<file path="src/rtl/range_count_seq.sv">
// range_count_seq
//   Programmable bounded up-counter sequencer. It takes a {lo, hi, passes}
//   configuration over a valid/ready handshake, then steps count from lo to hi
//   repeatedly until the requested number of passes completes (passes = 0
//   means run until aborted).
//
// Ports
//   clk, rst            clock, synchronous active-high reset
//   cfg_valid/ready     configuration handshake (ready only while idle)
//   cfg_lo, cfg_hi      first/last count value of each pass
//   cfg_passes          number of passes, 0 = continuous
//   pause, abort        hold the count / terminate the run (RUN only)
//   count, count_valid  current count, meaningful while running
//   wrap                one-cycle pulse on each hi->lo turnaround
//   done                one-cycle pulse after the final pass
//   err                 one-cycle pulse when a lo>hi configuration is rejected
//   busy                high while running or finishing
//
// Every output comes straight from a flop: the next value of each is formed
// in the combinational process and captured on the clock edge.
module range_count_seq #(
  parameter int WIDTH  = 4,
  parameter int PASS_W = 4
) (
  input  logic              clk,
  input  logic              rst,
  input  logic              cfg_valid,
  output logic              cfg_ready,
  input  logic [WIDTH-1:0]  cfg_lo,
  input  logic [WIDTH-1:0]  cfg_hi,
  input  logic [PASS_W-1:0] cfg_passes,
  input  logic              pause,
  input  logic              abort,
  output logic [WIDTH-1:0]  count,
  output logic              count_valid,
  output logic              wrap,
  output logic              done,
  output logic              err,
  output logic              busy
);

  typedef enum logic [1:0] {
    IDLE = 2'd0,
    RUN  = 2'd1,
    DONE = 2'd2
  } state_t;

  state_t              state_q, state_d;
  logic [WIDTH-1:0]    lo_q, lo_d;
  logic [WIDTH-1:0]    hi_q, hi_d;
  logic [PASS_W-1:0]   passes_q, passes_d;
  logic [PASS_W-1:0]   pass_cnt_q, pass_cnt_d;
  logic [PASS_W:0]     pass_nxt;
  logic                last_pass;

  logic [WIDTH-1:0]    count_d;
  logic                count_valid_d, wrap_d, done_d, err_d, busy_d, cfg_ready_d;

  // Pass counter compared one bit wider so pass_cnt+1 cannot alias to zero.
  always_comb begin
    pass_nxt  = {1'b0, pass_cnt_q} + {{PASS_W{1'b0}}, 1'b1};
    last_pass = (passes_q != '0) && (pass_nxt == {1'b0, passes_q});
  end

  always_comb begin
    state_d    = state_q;
    lo_d       = lo_q;
    hi_d       = hi_q;
    passes_d   = passes_q;
    pass_cnt_d = pass_cnt_q;
    count_d    = count;
    wrap_d     = 1'b0;
    done_d     = 1'b0;
    err_d      = 1'b0;

    case (state_q)
      IDLE: begin
        if (cfg_valid && cfg_ready) begin
          if (cfg_lo <= cfg_hi) begin
            lo_d       = cfg_lo;
            hi_d       = cfg_hi;
            passes_d   = cfg_passes;
            pass_cnt_d = '0;
            count_d    = cfg_lo;
            state_d    = RUN;
          end else begin
            // Rejected: stored bounds are left untouched.
            err_d = 1'b1;
          end
        end
      end

      RUN: begin
        if (abort) begin
          state_d = IDLE;
          count_d = '0;
        end else if (pause) begin
          // hold everything
        end else if (count < hi_q) begin
          // count < hi guarantees the increment cannot overflow WIDTH.
          count_d = count + {{(WIDTH-1){1'b0}}, 1'b1};
        end else if (last_pass) begin
          // Count holds hi through the DONE cycle.
          state_d = DONE;
          done_d  = 1'b1;
        end else begin
          // In continuous mode the pass counter wraps harmlessly.
          count_d    = lo_q;
          wrap_d     = 1'b1;
          pass_cnt_d = pass_nxt[PASS_W-1:0];
        end
      end

      DONE: begin
        state_d = IDLE;
        count_d = '0;
      end

      default: begin
        state_d = IDLE;
        count_d = '0;
      end
    endcase

    cfg_ready_d   = (state_d == IDLE);
    count_valid_d = (state_d == RUN);
    busy_d        = (state_d != IDLE);
  end

  always_ff @(posedge clk) begin
    if (rst) begin
      state_q     <= IDLE;
      lo_q        <= '0;
      hi_q        <= '0;
      passes_q    <= '0;
      pass_cnt_q  <= '0;
      count       <= '0;
      count_valid <= 1'b0;
      wrap        <= 1'b0;
      done        <= 1'b0;
      err         <= 1'b0;
      busy        <= 1'b0;
      cfg_ready   <= 1'b1;
    end else begin
      state_q     <= state_d;
      lo_q        <= lo_d;
      hi_q        <= hi_d;
      passes_q    <= passes_d;
      pass_cnt_q  <= pass_cnt_d;
      count       <= count_d;
      count_valid <= count_valid_d;
      wrap        <= wrap_d;
      done        <= done_d;
      err         <= err_d;
      busy        <= busy_d;
      cfg_ready   <= cfg_ready_d;
    end
  end

endmodule

</file>
<file path="config.mk">
export PLATFORM = sky130hd
export DESIGN_NAME = range_count_seq
export DESIGN_NICKNAME = d
export VERILOG_FILES = /design/src/rtl/range_count_seq.sv
export SDC_FILE = /design/constraint.sdc
export NUM_CORES = 1
export LEC_CHECK = 0
export ABC_AREA = 1
export BUFFER_PORTS_ARGS = -buffer_cell sky130_fd_sc_hd__buf_2
export CAP_MARGIN = 20
export CORE_UTILIZATION = 50
export CTS_CLUSTER_SIZE = 8
export DETAILED_ROUTE_END_ITERATION = 8
export GPL_TIMING_DRIVEN = 0
export PLACE_DENSITY = 0.83
export SYNTH_ARGS = -nofsm -noshare
export SYNTH_HDL_FRONTEND = slang
export SYNTH_SLANG_ARGS = --single-unit
</file>
<file path="constraint.sdc">
create_clock -name clk -period 1.8 [get_ports clk]
set_clock_uncertainty 0.1 [all_clocks]
set_input_delay 0.45 -clock clk [delete_from_list [all_inputs] [get_ports clk]]
set_output_delay 0.45 -clock clk [all_outputs]
set_load 0.01 [all_outputs]
</file>
==> Yosys cells after proc, flatten, opt, wreduce, memory -nomap -nowiden <==
Index checks and enable logic that the tools add are counted.
{ "word_totals": {"register_bits": 28, "in_bits": 17, "output_inout_bits": 10, "wordCells": 66} }
{ "classes": {"n_addsub": 2, "order_cmp": 2, "eq_ne": 11, "muxes": 24, "n_bitwise": 3, "reduce_logical": 12} }
{ "op_table": {"columns": ["cell", "count"], "rows": [
  ["2-to-1 mux 4 bit", 12],
  ["case mux 4 bit (2 select lines)", 2],
  ["2-to-1 mux 2 bit", 6],
  ["inequality test 2 bit, second input constant", 6],
  ["AND reduction 7 bit", 1],
  ["adder 4 x 1 -> 5 bit, second input constant", 1],
  ["== test 5 x 4 -> 1 bit", 1],
  ["OR reduction 5 bit", 1],
  ["adder 4 x 1 -> 4 bit, second input constant", 1],
  ["== test 2 x 1 -> 1 bit, second input constant", 2],
  ["less-or-equal comparator 4 bit", 1],
  ["zero test 2 bit", 2],
  ["< comparator 4 bit", 1],
  ["inequality test 4 bit, second input constant", 1],
  ["case mux 2 bit (2 select lines)", 1],
  ["AND reduction 4 bit", 1],
  ["nonzero test 2 bit", 2],
  ["nonzero test 4 bit", 1],
  ["2-to-1 mux 1 bit", 3],
  ["inequality test 3 bit, second input constant", 1],
  ["inverter 1 bit", 3],
  ["AND reduction 3 bit", 1],
  ["OR reduction 3 bit", 1],
  ["logical AND 1 bit", 2]
]} }

==> Logic depth before layout (Yosys ltp) <==
{ "logic_depth": {"word_depth": 9, "ltp_mapped": 13, "ltp_nobuf": 13} }

==> Worst setup path before layout <==
Ideal clock, no wire load.
{ "synth_timing": {"kind": "input port to flip-flop", "from": "input cfg_hi[3]", "to": "register cfg_ready", "t_arrival_ns": 1.579, "path_slack_ns": 0.005, "stages": 9, "path_buffers": 1, "path_cell_list": "inv_1 > ha_1 > a21oi_1 > o21ai_0 > nand2_1 > nand4_2 > buf_2 > a21oi_1 > inv_1"} }
{ "synth_between": {"elab_chain_cells": 5} }
{ "synth_rtl": {"columns": ["item", "line_no", "rtl"], "rows": [
  ["start: declaration", "30", "input logic [WIDTH-1:0] cfg_hi,"],
  ["less-or-equal comparator 4 bit", "79", "if (cfg_lo <= cfg_hi) begin"],
  ["2-to-1 mux 2 bit", "79", null],
  ["2-to-1 mux 2 bit", "78", "if (cfg_valid && cfg_ready) begin"],
  ["case mux 2 bit (2 select lines)", "76", "case (state_q)"],
  ["zero test 2 bit", "125", "cfg_ready_d = (state_d == IDLE);"],
  ["end signal: assignment", "156", "cfg_ready <= cfg_ready_d;"],
  ["end: declaration", "28", "output logic cfg_ready,"]
]} }
No other way between the ends.
A chain may end at the register's enable or synchronous reset.

==> Final worst setup path <==
{ "layout_timing": {"from": "register pass_cnt_q[0]", "to": "register count[1]"} }
{ "layout_between": {"elab_chain_cells": 5} }
{ "layout_rtl": {"columns": ["item", "line_no", "rtl"], "rows": [
  ["start: declaration", "52", "logic [PASS_W-1:0] pass_cnt_q, pass_cnt_d;"],
  ["start signal: assignment", "149", "pass_cnt_q <= pass_cnt_d;"],
  ["adder 4 x 1 -> 5 bit", "61", "pass_nxt = {1'b0, pass_cnt_q} + {{PASS_W{1'b0}}, 1'b1};"],
  ["== test 5 x 4 -> 1 bit", "62", "last_pass = (passes_q != '0) && (pass_nxt == {1'b0, passes_q});"],
  ["logical AND 1 bit", "62", null],
  ["inequality test 4 bit (no source line)", null, null],
  ["AND reduction 4 bit (no source line)", null, null],
  ["end signal: assignment", "150", "count <= count_d;"],
  ["end: declaration", "34", "output logic [WIDTH-1:0] count,"]
]} }
No other way between the ends.

==> results.yml <==
routing:
  avgRoutedWirePerCell_um: 12.9
  firstDrtPassIters: 4
  vias_per_cell: 5.24
  drtIter0Drc: 84
  ant_nets: 0
  routed_wl_mm: 3.94
  route.detailed.drc: 0
  vias: 1604
setup_path:
  crit_type: "flip-flop to flip-flop"
  worst_ep_required_time_ns: 1.97
  cp.arrival_ns: 1.96
  cp-end-kind: "flip-flop"
  worst-path-max-fanout: 7
  critPathLaunchType: "flip-flop"
grt:
  grtUsageMet2: 0.342
  gr-total-overflow: 0
  antenna_found_initial: 0
  use_met3: 0.0402
  grt_max_degree: 16
  grt_pass1_vias: 1388
  grt_pass1_wl_mm: 6.18
  busiest_layer: "met2"
  gr-usage-all-layers: 0.236
  grtUsageMet1: 0.340
die:
  rows: 20
  dieHeight_um: 58.1
  core_sq_um: 3030
  chipWidth_um: 58.1
  ios: 27
  dieArea_sq_um: 3380
  start_util: 0.520
timing:
  maxSlewHeadroom: 0.614
  maxSlewViolCount: 0
  rsz0062_at_grt: "yes"
  post-route-min-period_ns: 1.79
  setup_viol: 0
  min_period_over_period: 0.993
  timing.setup.tns_ns: 0
  timing_hold_violations_final: 0
  fin_ws_ns: 0.0129
  tightest_slew_ns: 0.578
  fmax_mhz: 560
synthesis:
  synth_top_cell_by_area: "dfxtp_1"
  yosysMostFrequentCell: "nand2_1"
  syn_area_sq_um: 1580
  ys.flop_type: "dfxtp_1"
  synth_edf_count: 0
  synthTopCellsByArea: "dfxtp_1, nand2_1, nand3_1"
  synth_top_cell_area_share: 0.356
  synth_common_cells: "nand2_1, inv_1, dfxtp_1, nand3_1, a21oi_1"
  async_flop_share: 0
  yosys_warnings: 0
  synth_cell_types: 26
  netlist_instances: 222
  synth_seq_area_share: 0.356
  ys_seq_elements: 28
  avgSynthCellArea_sq_um: 7.10
  synth_fp_nets: 248
clock_network:
  cts_tree: "done"
  cts_sinks: 28
  clk_path_buf_depth: 2
  cts-buffers-inserted: 3
  h-tree-depth: 1
  cts_root_buffer: "clkbuf_4"
  cts_hold_buffers: 0
  clk_pin_slew_worst_paths_ns: 0.15
  clock_latency_ns: 0.33
cells_and_area:
  fin_util: 0.660
  stdcell_count: 306
  num-nets-final: 289
  syn_to_final_growth_pct: 26.8
  num-fill-cells: 255
  drive_above_1_share: 0.332
  num_antenna_cells: 0
power:
  peakVddDrop_mv: 0.373
  design_power_total_mw: 1.78
  p_leak_nw: 0.911
  p_per_area_nw_per_um2: 892
placement:
  pre_cts_ws_ns: -0.384
  place_hpwl_mm: 2.64
  gp_congestion: 0.882
  portBuffers: 26
  place_inst: 292
run:
  cap_violations: 0
min_path:
  min_path_type: "input pin to flip-flop"
status:
  status: "finished clean"
[path summary, 6_finish.rpt]
check / from / end / slack (ns) / cells past startpoint
max: pass_cnt_q[0] / count[1] / 0.01 / 8
min: pause / state_q[1] / 0.23 / 2
max reg2reg: pass_cnt_q[0] / count[1] / 0.01 / 8
min reg2reg: lo_q[3] / lo_q[3] / 0.37 / 2
[cells by family after synthesis]
logic type      after synthesis  synth area share
compound gates               37             0.132
xor+xnor                      3            0.0167
fa+ha+maj                     9            0.0715
buf+inv                      37            0.0905
flops                        28             0.356
simple gates                108             0.334
[power breakdown]
part,leakage (nW),switching [mW],internal [mW],total [mW]
Combinational,0.657,0.415,0.305,0.720
Clock,0.0210,0.187,0.124,0.311
Sequential,0.233,0.0606,0.690,0.751
[flip-flops by register name (all words and copies together) (netlist names)]
| signal | flops |
|---|---|
| cfg_ready | 1 |
| wrap | 1 |
| lo_q | 4 |
| count_valid | 1 |
| count | 4 |
| pass_cnt_q | 4 |
| hi_q | 4 |
| busy | 1 |
| done | 1 |
| state_q | 2 |
| err | 1 |
| passes_q | 4 |
[layout by cell type, fill, tap and decap left out]
cell      Yosys  layout
buf_6         0       1
nor3_1        4       4
a21oi_1      17      16
o21ai_1       1       3
nand3b_1      1       1
nand4_1       3       3
nor2_1       13       9
a21oi_4       0       1
dfxtp_1      28      21
a21oi_2       5       5
nand4_2       1       1
nor3b_2       1       1
inv_2         1       4
nand3_1      28      27
o21ai_0      13      11
nor2_2        4       8
ha_1          9       6
xnor2_2       0       1
buf_2         3      29
clkbuf_8      0       1
nand2_2       5       5
ha_4          0       3
xnor2_1       2       1
buf_4         0       8
nand3_2       3       3
xor2_1        1       1
nand2_4       1       3
o21ai_2       1       1
dfxtp_4       0       2
nor4_1        1       1
dfxtp_2       0       5
nand2_1      43      41
clkbuf_4      0       3
clkbuf_1      1       1
nand3_4       0       1
nand4_4       0       1
inv_1        32      29
[critical path, cell delays in order, from the launching register on]
cell,delay (ns)
dfxtp_4,0.40
ha_4,0.28
xnor2_2,0.11
nand3_1,0.13
nor3b_2,0.27
nand3_4,0.15
nand2_4,0.12
nand2_1,0.06
a21oi_2,0.11
[metrics by stage]
stage,cell area [sq um],hold WS (ns)
global placement,1760,0.339
detailed placement,1760,0.345
floorplan,1580,0.329
CTS,1830,0.227
global route,2000,0.234
finish,2000,0.232
[routing by layer]
layer / share of wire / vias up
li1: - / 814
met1: 0.48 / 738
met2: 0.47 / 46
met3: 0.041 / 6
met4: 0.015 / 0
met5: 0 / -
[area by class of cell]
cell class                      count  area [sq um]  area share
Inverter                           33           124      0.0620
Clock buffer                        4          36.3      0.0182
Timing Repair Buffer               35           195      0.0977
Multi-Input combinational cell    158           987       0.494
Sequential cell                    28           574       0.288
Tap cell                           44          55.1      0.0276
Buffer                              4          25.0      0.0125
[timing repair]
| action | in CTS | in global routing |
|---|---|---|
| buffers inserted | 0 | 8 |
| gates resized for setup | 7 | 26 |
| pin swaps | 0 | 13 |
| cloned | 0 | 2 |
| endpoints found under the setup margin | 12 | 25 |
| hold endpoints to repair | 0 | 0 |
(Power assumes the default switching activity.)
